<file path="config.mk">
export PLATFORM = sky130hd
export DESIGN_NAME = bus_transfer_sequencer
export DESIGN_NICKNAME = d
export VERILOG_FILES = /design/src/rtl/bus_transfer_sequencer.sv
export SDC_FILE = /design/constraint.sdc
export NUM_CORES = 1
export LEC_CHECK = 0
export CORE_ASPECT_RATIO = 1.4
export CORE_UTILIZATION = 60
export CTS_BUF_LIST = sky130_fd_sc_hd__clkbuf_2
export DETAILED_ROUTE_END_ITERATION = 10
export PLACE_DENSITY = 0.85
export SLEW_MARGIN = 20
export SYNTH_ARGS = -nofsm -noshare
export SYNTH_HDL_FRONTEND = slang
export SYNTH_SLANG_ARGS = --single-unit
</file>
<file path="constraint.sdc">
create_clock -name clk -period 3.6 [get_ports clk]
set_input_delay 0.36 -clock clk [delete_from_list [all_inputs] [get_ports clk]]
set_output_delay 0.36 -clock clk [all_outputs]
set_load 0.01 [all_outputs]
</file>
<file path="src/rtl/bus_transfer_sequencer.sv">
// bus_transfer_sequencer: queues register-to-register moves and runs each as DRIVE then LOAD on the shared bus.
// Optional readback verify of the destination is enabled by defining READBACK_CHECK_EN.
module bus_transfer_sequencer #(
    parameter int FIFO_DEPTH = 4,
    parameter int SEL_W = 5,
    parameter int MAX_SEL = 22,
    localparam int PW = $clog2(FIFO_DEPTH),
    localparam int CW = $clog2(FIFO_DEPTH) + 1
) (
    input  logic             clk,
    input  logic             reset,
    input  logic             req_valid,
    output logic             req_ready,
    input  logic [SEL_W-1:0] req_src,
    input  logic [SEL_W-1:0] req_dst,
    output logic [SEL_W-1:0] reg_out_select,
    output logic             bus_drive,
    output logic [SEL_W-1:0] load_sel,
    output logic             load,
    output logic             done,
    output logic             req_err,
    output logic [CW-1:0]    queue_count,
`ifdef READBACK_CHECK_EN
    input  logic [31:0]      bus_in,
    output logic             chk_err,
`endif
    output logic             busy
);
    localparam logic [SEL_W-1:0] MAX_C = SEL_W'(MAX_SEL);
`ifdef READBACK_CHECK_EN
    typedef enum logic [2:0] {IDLE, DRIVE, LOAD, VERIFY, DONE} state_t;
`else
    typedef enum logic [1:0] {IDLE, DRIVE, LOAD, DONE} state_t;
`endif
    state_t           state_q, state_d;
    logic [SEL_W-1:0] src_mem_q [FIFO_DEPTH];
    logic [SEL_W-1:0] dst_mem_q [FIFO_DEPTH];
    logic [PW-1:0]    wr_q, rd_q;
    logic [CW-1:0]    cnt_q;
    logic [SEL_W-1:0] cur_src_q, cur_dst_q;
    logic             err_q, legal, push, pop;
`ifdef READBACK_CHECK_EN
    logic [31:0]      data_q;
    logic             mis_q;
`endif
    assign legal       = req_src <= MAX_C && req_dst <= MAX_C;
    assign req_ready   = cnt_q != CW'(FIFO_DEPTH);
    assign push        = req_valid && req_ready && legal;
    assign pop         = state_q == IDLE && cnt_q != '0;
    assign req_err     = err_q;
    assign queue_count = cnt_q;
    assign busy        = state_q != IDLE || cnt_q != '0;
    // Queue storage, pointers, current move and FSM state; reset abandons any move in flight.
    always_ff @(posedge clk) begin
        if (!reset) begin
            state_q   <= IDLE;
            wr_q      <= '0;
            rd_q      <= '0;
            cnt_q     <= '0;
            cur_src_q <= '0;
            cur_dst_q <= '0;
            err_q     <= 1'b0;
`ifdef READBACK_CHECK_EN
            data_q    <= '0;
            mis_q     <= 1'b0;
`endif
        end else begin
            state_q <= state_d;
            err_q   <= req_valid && req_ready && !legal;
            if (push) begin
                src_mem_q[wr_q] <= req_src;
                dst_mem_q[wr_q] <= req_dst;
                wr_q            <= wr_q + 1'b1;
            end
            if (pop) begin
                cur_src_q <= src_mem_q[rd_q];
                cur_dst_q <= dst_mem_q[rd_q];
                rd_q      <= rd_q + 1'b1;
            end
            cnt_q <= cnt_q + CW'(push) - CW'(pop);
`ifdef READBACK_CHECK_EN
            if (state_q == LOAD) data_q <= bus_in;
            if (state_q == VERIFY) mis_q <= data_q != bus_in;
`endif
        end
    end
    // Next state and bus/load controls decoded from the current state.
    always_comb begin
        state_d = state_q;
        case (state_q)
            IDLE:    state_d = pop ? DRIVE : IDLE;
            DRIVE:   state_d = LOAD;
`ifdef READBACK_CHECK_EN
            LOAD:    state_d = VERIFY;
            VERIFY:  state_d = DONE;
`else
            LOAD:    state_d = DONE;
`endif
            default: state_d = IDLE;
        endcase
        bus_drive      = state_q == DRIVE || state_q == LOAD;
        reg_out_select = bus_drive ? cur_src_q : '0;
        load           = state_q == LOAD;
        load_sel       = load ? cur_dst_q : '0;
        done           = state_q == DONE;
`ifdef READBACK_CHECK_EN
        bus_drive      = bus_drive || state_q == VERIFY;
        reg_out_select = state_q == VERIFY ? cur_dst_q : reg_out_select;
        chk_err        = done && mis_q;
`endif
    end
endmodule

</file>
==> run_summary.xml, run 1 <==
<?xml version="1.0" encoding="UTF-8"?>
<metrics>
  <group name="timing">
    <metric name="final-max-slew-violation-count" unit="">0</metric>
    <metric name="setup-violations-final" unit="">0</metric>
    <metric name="fmaxAchievable" unit="GHz">0.391</metric>
    <metric name="finalCritPeriodShare" unit="%">71.0</metric>
    <metric name="tns" unit="ps">0</metric>
    <metric name="layout_min_cycle_time" unit="ps">2560</metric>
    <metric name="worst_hold_slack" unit="ps">456</metric>
    <metric name="hold_violations" unit="">0</metric>
    <metric name="grt_setup_unrepaired" unit="">no</metric>
    <metric name="fin_skew" unit="ps">34.8</metric>
    <metric name="timing.final.ws_setup" unit="ps">1040</metric>
    <metric name="maxSlewHeadroom" unit="%">48.7</metric>
    <metric name="timing_worst_slew_pin_value" unit="ps">768</metric>
  </group>
  <group name="route">
    <metric name="post-route-drc-count" unit="">10</metric>
    <metric name="drt_iter0_drc" unit="">50</metric>
    <metric name="route.detailed.vias_per_inst" unit="">5.52</metric>
    <metric name="routed_wire_per_std_cell" unit="um">16.6</metric>
    <metric name="dr.pass1.iters" unit="">7</metric>
    <metric name="wirelength" unit="mm">4.18</metric>
    <metric name="vias" unit="">1390</metric>
    <metric name="route.antenna.remaining_nets" unit="">0</metric>
  </group>
  <group name="clocking">
    <metric name="cts_setup_buffers" unit="">0</metric>
    <metric name="clkLatencyLatePin" unit="ps">440</metric>
    <metric name="cts-htree-levels" unit="">3</metric>
    <metric name="cts_buffers" unit="">9</metric>
    <metric name="clk_root_buffer_cell" unit="">clkbuf_2</metric>
    <metric name="clock_tree.buffer_depth" unit="">2</metric>
    <metric name="clock_pin_slew_worst_setup_and_hold_paths" unit="ps">140</metric>
    <metric name="cts_resized" unit="">0</metric>
    <metric name="clkSinkCount" unit="">60</metric>
    <metric name="cts_tree" unit="">yes</metric>
    <metric name="post_cts_hold_buffer_count" unit="">0</metric>
  </group>
  <group name="setup_path">
    <metric name="required_arrival_time_at_the_worst_endpoint" unit="ps">3930</metric>
    <metric name="crit_path_end_kind" unit="">flip-flop</metric>
    <metric name="path_buf_inv" unit="">4</metric>
    <metric name="r2r_end" unit="">queue_count[2]</metric>
    <metric name="crit_path_frequent_cell" unit="">inv_1</metric>
    <metric name="crit_family" unit="">adder cells</metric>
    <metric name="critPathMaxFanout" unit="">7</metric>
    <metric name="ff2ff_setup_slack" unit="ps">1140</metric>
    <metric name="reg2reg_from" unit="">queue_count[1]</metric>
    <metric name="reg2regPathDepth" unit="">12</metric>
    <metric name="cp-start-kind" unit="">primary input</metric>
    <metric name="worstPathArrival" unit="ps">2890</metric>
    <metric name="setup.worst_path.class" unit="">primary input to flip-flop</metric>
    <metric name="critical-path-slowest-cell" unit="">clkdlybuf4s50_1</metric>
    <metric name="cp_num_cells" unit="">12</metric>
    <metric name="cp_cell_sequence" unit="">clkdlybuf4s50_1 -&gt; a22o_2 -&gt; nor3_4 -&gt; inv_1 -&gt; ha_1 -&gt; inv_1 -&gt; ha_1 -&gt; inv_1 -&gt; fa_1 -&gt; xnor2_1 -&gt; xnor2_1 -&gt; and2_1</metric>
    <metric name="worst_path_largest_cell_delay" unit="ps">490</metric>
  </group>
  <group name="finish">
    <metric name="layout.nets" unit="">228</metric>
    <metric name="drive_gt1_share" unit="%">17.7</metric>
    <metric name="final_cell_count_no_fill" unit="">252</metric>
    <metric name="layout-area-overhead-vs-synth" unit="%">15.5</metric>
    <metric name="antenna_cells_inserted" unit="">0</metric>
  </group>
  <group name="placed_design">
    <metric name="finalWeightedCongestion" unit="">0.751</metric>
    <metric name="dp_slack" unit="ps">584</metric>
    <metric name="number_of_port_buffers" unit="">31</metric>
    <metric name="post-place-cells" unit="">237</metric>
    <metric name="dpl.hpwl" unit="mm">2.97</metric>
  </group>
  <group name="floorplan">
    <metric name="core_region_area" unit="um2">3990</metric>
    <metric name="die_width" unit="um">57.0</metric>
    <metric name="fp.dieArea" unit="um2">4500</metric>
    <metric name="die-height" unit="um">79.0</metric>
    <metric name="floorplan.rows" unit="">27</metric>
    <metric name="io_pins" unit="">32</metric>
    <metric name="initial_cell_density_of_the_core" unit="%">63.7</metric>
  </group>
  <group name="pwr">
    <metric name="ir_drop" unit="mV">0.308</metric>
    <metric name="power.density_cell_area" unit="nW/um2">634</metric>
    <metric name="leakage" unit="nW">1.06</metric>
  </group>
  <group name="hold_path">
    <metric name="hold-path-cell-count" unit="">2</metric>
    <metric name="worst_min_delay_path_class" unit="">flip-flop to flip-flop</metric>
    <metric name="whs_endpoint" unit="">cur_src_q[4]</metric>
    <metric name="hp-start" unit="">cur_src_q[4]</metric>
  </group>
  <group name="synthesis">
    <metric name="synth.distinct_cells" unit="">31</metric>
    <metric name="post_synth.cell_area_avg" unit="um2">15.0</metric>
    <metric name="postSynthCellCount" unit="">169</metric>
    <metric name="yosys_warnings" unit="">0</metric>
    <metric name="yosys_register_bits" unit="">60</metric>
    <metric name="ys_seq_area_share" unit="%">63.1</metric>
    <metric name="synthesis.nets" unit="">192</metric>
    <metric name="syn-cell-area" unit="um2">2540</metric>
  </group>
  <group name="grt">
    <metric name="grt_first_pass_wirelength" unit="mm">6.68</metric>
    <metric name="first_global_vias" unit="">1430</metric>
    <metric name="gr-total-overflow" unit="">0</metric>
    <metric name="grt.total_usage" unit="%">21.0</metric>
    <metric name="grt_antenna_before_repair" unit="">0</metric>
    <metric name="grt_start_max_net_pins" unit="">27</metric>
  </group>
  <group name="run_status">
    <metric name="status" unit="">finished, violations left</metric>
    <metric name="violations" unit="">design-rule violations</metric>
  </group>
  <group name="run">
    <metric name="timing.max_cap.violations" unit="">0</metric>
  </group>
</metrics>
[cell usage after synthesis, drive strengths merged]
cell,number,share of area [%]
nand4,2,0.49
nand2,29,4.7
clkbuf,3,0.59
edfxtp,40,47
nor3,2,0.84
and3,4,0.99
nand2b,1,0.54
ha,9,4.4
dfxtp,20,16
a21boi,10,4.1
fa,1,0.79
mux4,10,9.2
or3b,1,0.44
o2111a,1,0.44
mux2i,2,0.79
xnor2,3,1.0
and2,16,3.9
inv,8,1.3
a22o,1,0.39
nor2b,1,0.25
buf,3,1.2
o21ai,1,0.20
xor2,1,0.34
[logic make-up (layout without fill, tap and decap cells)]
family	count (synthesis)	count (layout)	synth area share (%)
fa+ha+maj	10	10	5.22
compound gates	13	13	5.17
xor+xnor	4	4	1.38
simple gates	56	56	12.2
flops	60	60	63.1
mux	12	12	9.95
buf+inv	14	54	3.05
[metrics by stage]
step	cell area (um2)	power [mW]	utilization (%)
global placement	2860	1.55	71.7
detailed placement	2860	1.59	71.7
global route	2930	1.99	73.6
floorplan	2540	1.40	-
finish	2930	1.86	73.6
CTS	2930	1.89	73.6
[state kept, by name, indices dropped and copies added, names as in the netlist]
name and count:
cur_src_q 5, src_mem_q 20, queue_count 3, wr_q 2, state_q 2, cur_dst_q 5
dst_mem_q 20, rd_q 2, req_err 1
[worst reg2reg max path: stages, from the launching register on]
cell and delay (ps):
dfxtp_1 460, or3b_4 210, nand2_4 60, nor3_4 250
inv_1 80, ha_1 290, inv_1 50, ha_1 130
inv_1 50, fa_1 370, xnor2_1 150, xnor2_1 120
and2_1 150
[how the worst max path moves through the flow]
stage	start	endpoint	slack (ps)
2_1_floorplan	queue_count[1]	queue_count[2]	1230
5_1_grt	queue_count[1]	queue_count[2]	890
6_report	req_src[4]	queue_count[2]	1040
4_1_cts	req_src[4]	queue_count[2]	1090
3_5_place_dp	req_src[4]	queue_count[2]	580
3_3_place_gp	req_src[4]	queue_count[2]	670
[cell type report]
type                            count  area [um2]
Clock inverter                      4        18.8
Sequential cell                    60        1600
Multi-Input combinational cell     95         861
Tap cell                           43        53.8
Timing Repair Buffer               31         310
Fill cell                         291        1050
Inverter                            8        32.5
Clock buffer                       11        55.1
[layout by cell type, fill, tap and decap left out, drive strengths merged]
master         netlist  layout
xnor2                3       3
xor2                 1       1
fa                   1       1
edfxtp              40      40
dfxtp               20      20
inv                  8       8
nand2               29      29
and3                 4       4
mux2i                2       2
a21boi              10      10
nor2b                1       1
a22o                 1       1
clkinv               0       4
o2111a               1       1
ha                   9       9
mux4                10      10
nor3                 2       2
or3b                 1       1
nand4                2       2
clkbuf               3      11
clkdlybuf4s50        0      31
and2                16      16
o21ai                1       1
nand2b               1       1
[report_power, final]
part,total (mW),switching [mW],internal [mW]
Combinational,0.645,0.305,0.340
Clock,0.303,0.216,0.0879
Sequential,0.912,0.0868,0.825
Total,1.86,0.607,1.25
[metal layers]
layer	global-route usage, %	up-vias	wire length (um)
li1	-	678	-
met5	0	-	0
met2	37.5	33	2340
met4	10.2	0	62
met3	6.68	5	148
met1	22.0	674	1630
Power figures use the tool's default switching activity.
==> run 2, diff against run 1 <==
--- a/config.mk
+++ b/config.mk
@@ -6,10 +6,10 @@
 export NUM_CORES = 1
 export LEC_CHECK = 0
 export CORE_ASPECT_RATIO = 1.4
-export CORE_UTILIZATION = 60
+export CORE_UTILIZATION = 51
 export CTS_BUF_LIST = sky130_fd_sc_hd__clkbuf_2
 export DETAILED_ROUTE_END_ITERATION = 10
-export PLACE_DENSITY = 0.85
+export PLACE_DENSITY = 0.77
 export SLEW_MARGIN = 20
 export SYNTH_ARGS = -nofsm -noshare
 export SYNTH_HDL_FRONTEND = slang
==> constraint.sdc (replaced) <==
create_clock -name clk -period 2.1 [get_ports clk]
set_input_delay 0.21 -clock clk [delete_from_list [all_inputs] [get_ports clk]]
set_output_delay 0.21 -clock clk [all_outputs]
set_load 0.01 [all_outputs]
==> run_summary.xml, run 2 (synthesis gave the netlist of run 1 again) <==
<?xml version="1.0" encoding="UTF-8"?>
<metrics>
  <group name="clocking">
    <metric name="clkSinkCount" unit="">60</metric>
    <metric name="cts_tree" unit="">yes</metric>
    <metric name="clkLatencyLatePin" unit="ps">450</metric>
    <metric name="cts_buffers" unit="">9</metric>
    <metric name="clock_pin_slew_worst_setup_and_hold_paths" unit="ps">170</metric>
    <metric name="clock_tree.buffer_depth" unit="">2</metric>
    <metric name="cts-htree-levels" unit="">3</metric>
    <metric name="clk_root_buffer_cell" unit="">clkbuf_2</metric>
  </group>
  <group name="timing">
    <metric name="hold_violations" unit="">0</metric>
    <metric name="grt_setup_unrepaired" unit="">yes</metric>
    <metric name="layout_min_cycle_time" unit="ps">2320</metric>
    <metric name="tns" unit="ps">-235</metric>
    <metric name="timing_worst_slew_pin_value" unit="ps">506</metric>
    <metric name="final-max-slew-violation-count" unit="">0</metric>
    <metric name="maxSlewHeadroom" unit="%">66.2</metric>
    <metric name="fin_skew" unit="ps">28.0</metric>
    <metric name="setup-violations-final" unit="">2</metric>
    <metric name="timing.final.ws_setup" unit="ps">-223</metric>
    <metric name="fmaxAchievable" unit="GHz">0.430</metric>
    <metric name="finalCritPeriodShare" unit="%">111</metric>
  </group>
  <group name="setup_path">
    <metric name="required_arrival_time_at_the_worst_endpoint" unit="ps">2440</metric>
    <metric name="worst_path_largest_cell_delay" unit="ps">410</metric>
    <metric name="capture_point_of_the_critical_path" unit="">queue_count[2]</metric>
    <metric name="reg2reg_from" unit="">queue_count[2]</metric>
    <metric name="critical-path-slowest-cell" unit="">or3b_4</metric>
    <metric name="critPathLaunch" unit="">queue_count[2]</metric>
    <metric name="setup.worst_path.class" unit="">flip-flop to flip-flop</metric>
    <metric name="crit_path_end_kind" unit="">flip-flop</metric>
    <metric name="crit_family" unit="">adder cells</metric>
    <metric name="cp_num_cells" unit="">12</metric>
    <metric name="path_buf_inv" unit="">3</metric>
    <metric name="cp-start-kind" unit="">flip-flop</metric>
    <metric name="critPathMaxFanout" unit="">4</metric>
    <metric name="ff2ff_setup_slack" unit="ps">-220</metric>
    <metric name="cp_cell_sequence" unit="">or3b_4 -&gt; nand2_4 -&gt; nor3_4 -&gt; inv_1 -&gt; ha_1 -&gt; inv_1 -&gt; ha_2 -&gt; inv_2 -&gt; fa_2 -&gt; xnor2_2 -&gt; xnor2_1 -&gt; and2_1</metric>
    <metric name="r2r_end" unit="">queue_count[2]</metric>
    <metric name="worstPathArrival" unit="ps">2660</metric>
    <metric name="crit_path_frequent_cell" unit="">inv_1</metric>
    <metric name="reg2regPathDepth" unit="">12</metric>
  </group>
  <group name="floorplan">
    <metric name="floorplan.rows" unit="">30</metric>
    <metric name="initial_cell_density_of_the_core" unit="%">52.9</metric>
    <metric name="io_pins" unit="">32</metric>
    <metric name="core_region_area" unit="um2">4800</metric>
    <metric name="die_width" unit="um">61.6</metric>
    <metric name="die-height" unit="um">85.5</metric>
    <metric name="fp.dieArea" unit="um2">5270</metric>
  </group>
  <group name="grt">
    <metric name="grt_antenna_before_repair" unit="">0</metric>
    <metric name="grt_start_max_net_pins" unit="">20</metric>
    <metric name="first_global_vias" unit="">1568</metric>
    <metric name="gr-total-overflow" unit="">0</metric>
    <metric name="grt.total_usage" unit="%">19.3</metric>
    <metric name="grt_first_pass_wirelength" unit="mm">7.09</metric>
  </group>
  <group name="route">
    <metric name="wirelength" unit="mm">4.45</metric>
    <metric name="post-route-drc-count" unit="">0</metric>
    <metric name="drt_iter0_drc" unit="">63</metric>
    <metric name="wl_met3" unit="um">183</metric>
    <metric name="vias" unit="">1524</metric>
    <metric name="routed_wire_per_std_cell" unit="um">14.7</metric>
    <metric name="route.antenna.remaining_nets" unit="">0</metric>
    <metric name="dr.max_layer_used" unit="">met4</metric>
    <metric name="wl_met2" unit="mm">2.44</metric>
    <metric name="route.detailed.vias_per_inst" unit="">5.03</metric>
    <metric name="detail_route.wirelength.met1" unit="mm">1.75</metric>
    <metric name="dr.pass1.iters" unit="">4</metric>
  </group>
  <group name="finish">
    <metric name="final_cell_count_no_fill" unit="">303</metric>
    <metric name="drive_gt1_share" unit="%">31.8</metric>
    <metric name="antenna_cells_inserted" unit="">0</metric>
    <metric name="layout.nets" unit="">257</metric>
    <metric name="layout-area-overhead-vs-synth" unit="%">28.8</metric>
    <metric name="multi_input_comb_area" unit="um2">888</metric>
    <metric name="layout.filler_cells" unit="">382</metric>
    <metric name="final-seq-area" unit="um2">1610</metric>
    <metric name="layout_commonest_cell" unit="">edfxtp_1</metric>
    <metric name="final_cell_mix" unit="">edfxtp_1 (40), nand2_1 (27), buf_4 (27), clkdlybuf4s50_1 (19)</metric>
    <metric name="reg_top3" unit="">dst_mem_q: 20 flops, src_mem_q: 20 flops</metric>
  </group>
  <group name="placed_design">
    <metric name="finalWeightedCongestion" unit="">0.821</metric>
    <metric name="number_of_port_buffers" unit="">31</metric>
    <metric name="dpl.hpwl" unit="mm">3.24</metric>
    <metric name="post-place-cells" unit="">285</metric>
  </group>
  <group name="pwr">
    <metric name="leakage" unit="nW">1.35</metric>
    <metric name="power.density_cell_area" unit="nW/um2">1090</metric>
    <metric name="ir_drop" unit="mV">0.490</metric>
  </group>
  <group name="hold_path">
    <metric name="worst_min_delay_path_class" unit="">primary input to flip-flop</metric>
  </group>
  <group name="run_status">
    <metric name="violations" unit="">negative setup slack</metric>
    <metric name="status" unit="">finished, violations left</metric>
  </group>
  <group name="run">
    <metric name="timing.max_cap.violations" unit="">0</metric>
  </group>
</metrics>
-- run 2: cell count changes in the layout (fill, tap and decap cells not counted), sizes merged --
cell           previous run  this run
buf                       0        29
clkdlybuf4s50            31        19
dlygate4sd2               0         6
dlymetal6s2s              0         6
bufinv                    0         1
clkbuf                   11        12
clkinv                    4         3
-- run 2: area by class of cell --
cell class | instances | share of cell area, %
sequential | 60 | 49.1
multi-input combinational | 95 | 27.2
timing repair buffer | 60 | 17.1
tap | 64 | 2.45
clock buffer | 12 | 1.84
clock inverter | 4 | 1.30
inverter | 8 | 0.995
-- run 2: worst min path at each step --
stage	depth (start not counted)	slack (ps)	end	start
after floorplan	0	310	dst_mem_q[0][0]	req_dst[0]
after CTS	1	390	dst_mem_q[1][1]	req_dst[1]
after detailed placement	2	450	cur_src_q[4]	cur_src_q[4]
after global placement	2	440	cur_src_q[4]	cur_src_q[4]
after global routing	1	380	dst_mem_q[1][1]	req_dst[1]
final	2	450	src_mem_q[0][2]	req_src[2]
-- run 2: layer usage --
layer / vias to the layer above / global-route usage [%]
met4: 0 / 7.27
li1: 738 / -
met3: 9 / 5.88
met5: - / 0
met2: 40 / 32.3
met1: 737 / 22.8
-- run 2: per-stage QoR --
stage          hold WS, ps  util [%]  cell area (um2)  setup slack, ps  power (mW)
6_report               448      68.1             3270             -223        3.58
5_1_grt                380      68.1             3270             -331        3.83
4_1_cts                394      67.3             3240             -213        3.59
3_5_place_dp           455      64.8             3120             -663        2.90
3_3_place_gp           444      64.8             3120             -554        2.83
2_1_floorplan          309         -             2540             -195        2.40
-- run 2: where the power goes --
group          total, mW  switching [mW]  internal, mW
Combinational       1.41           0.638         0.767
Clock              0.656           0.374         0.282
Sequential          1.51          0.0943          1.42
-- run 2: worst register-to-register path, cell delays in order (launching register included) --
cell     delay [ps]
dfxtp_2         370
or3b_4          410
nand2_4          90
nor3_4           40
inv_1            60
ha_1            220
inv_1            60
ha_2            170
inv_2            40
fa_2            350
xnor2_2         150
xnor2_1         120
and2_1          150
-- run 2: timing repair --
| item | in CTS | in global routing |
|---|---|---|
| hold endpoints to repair | 0 | 0 |
| buffers inserted | 1 | 1 |
| hold buffers | 0 | 0 |
| setup endpoints to repair | 12 | 9 |
| gates resized for setup | 9 | 11 |
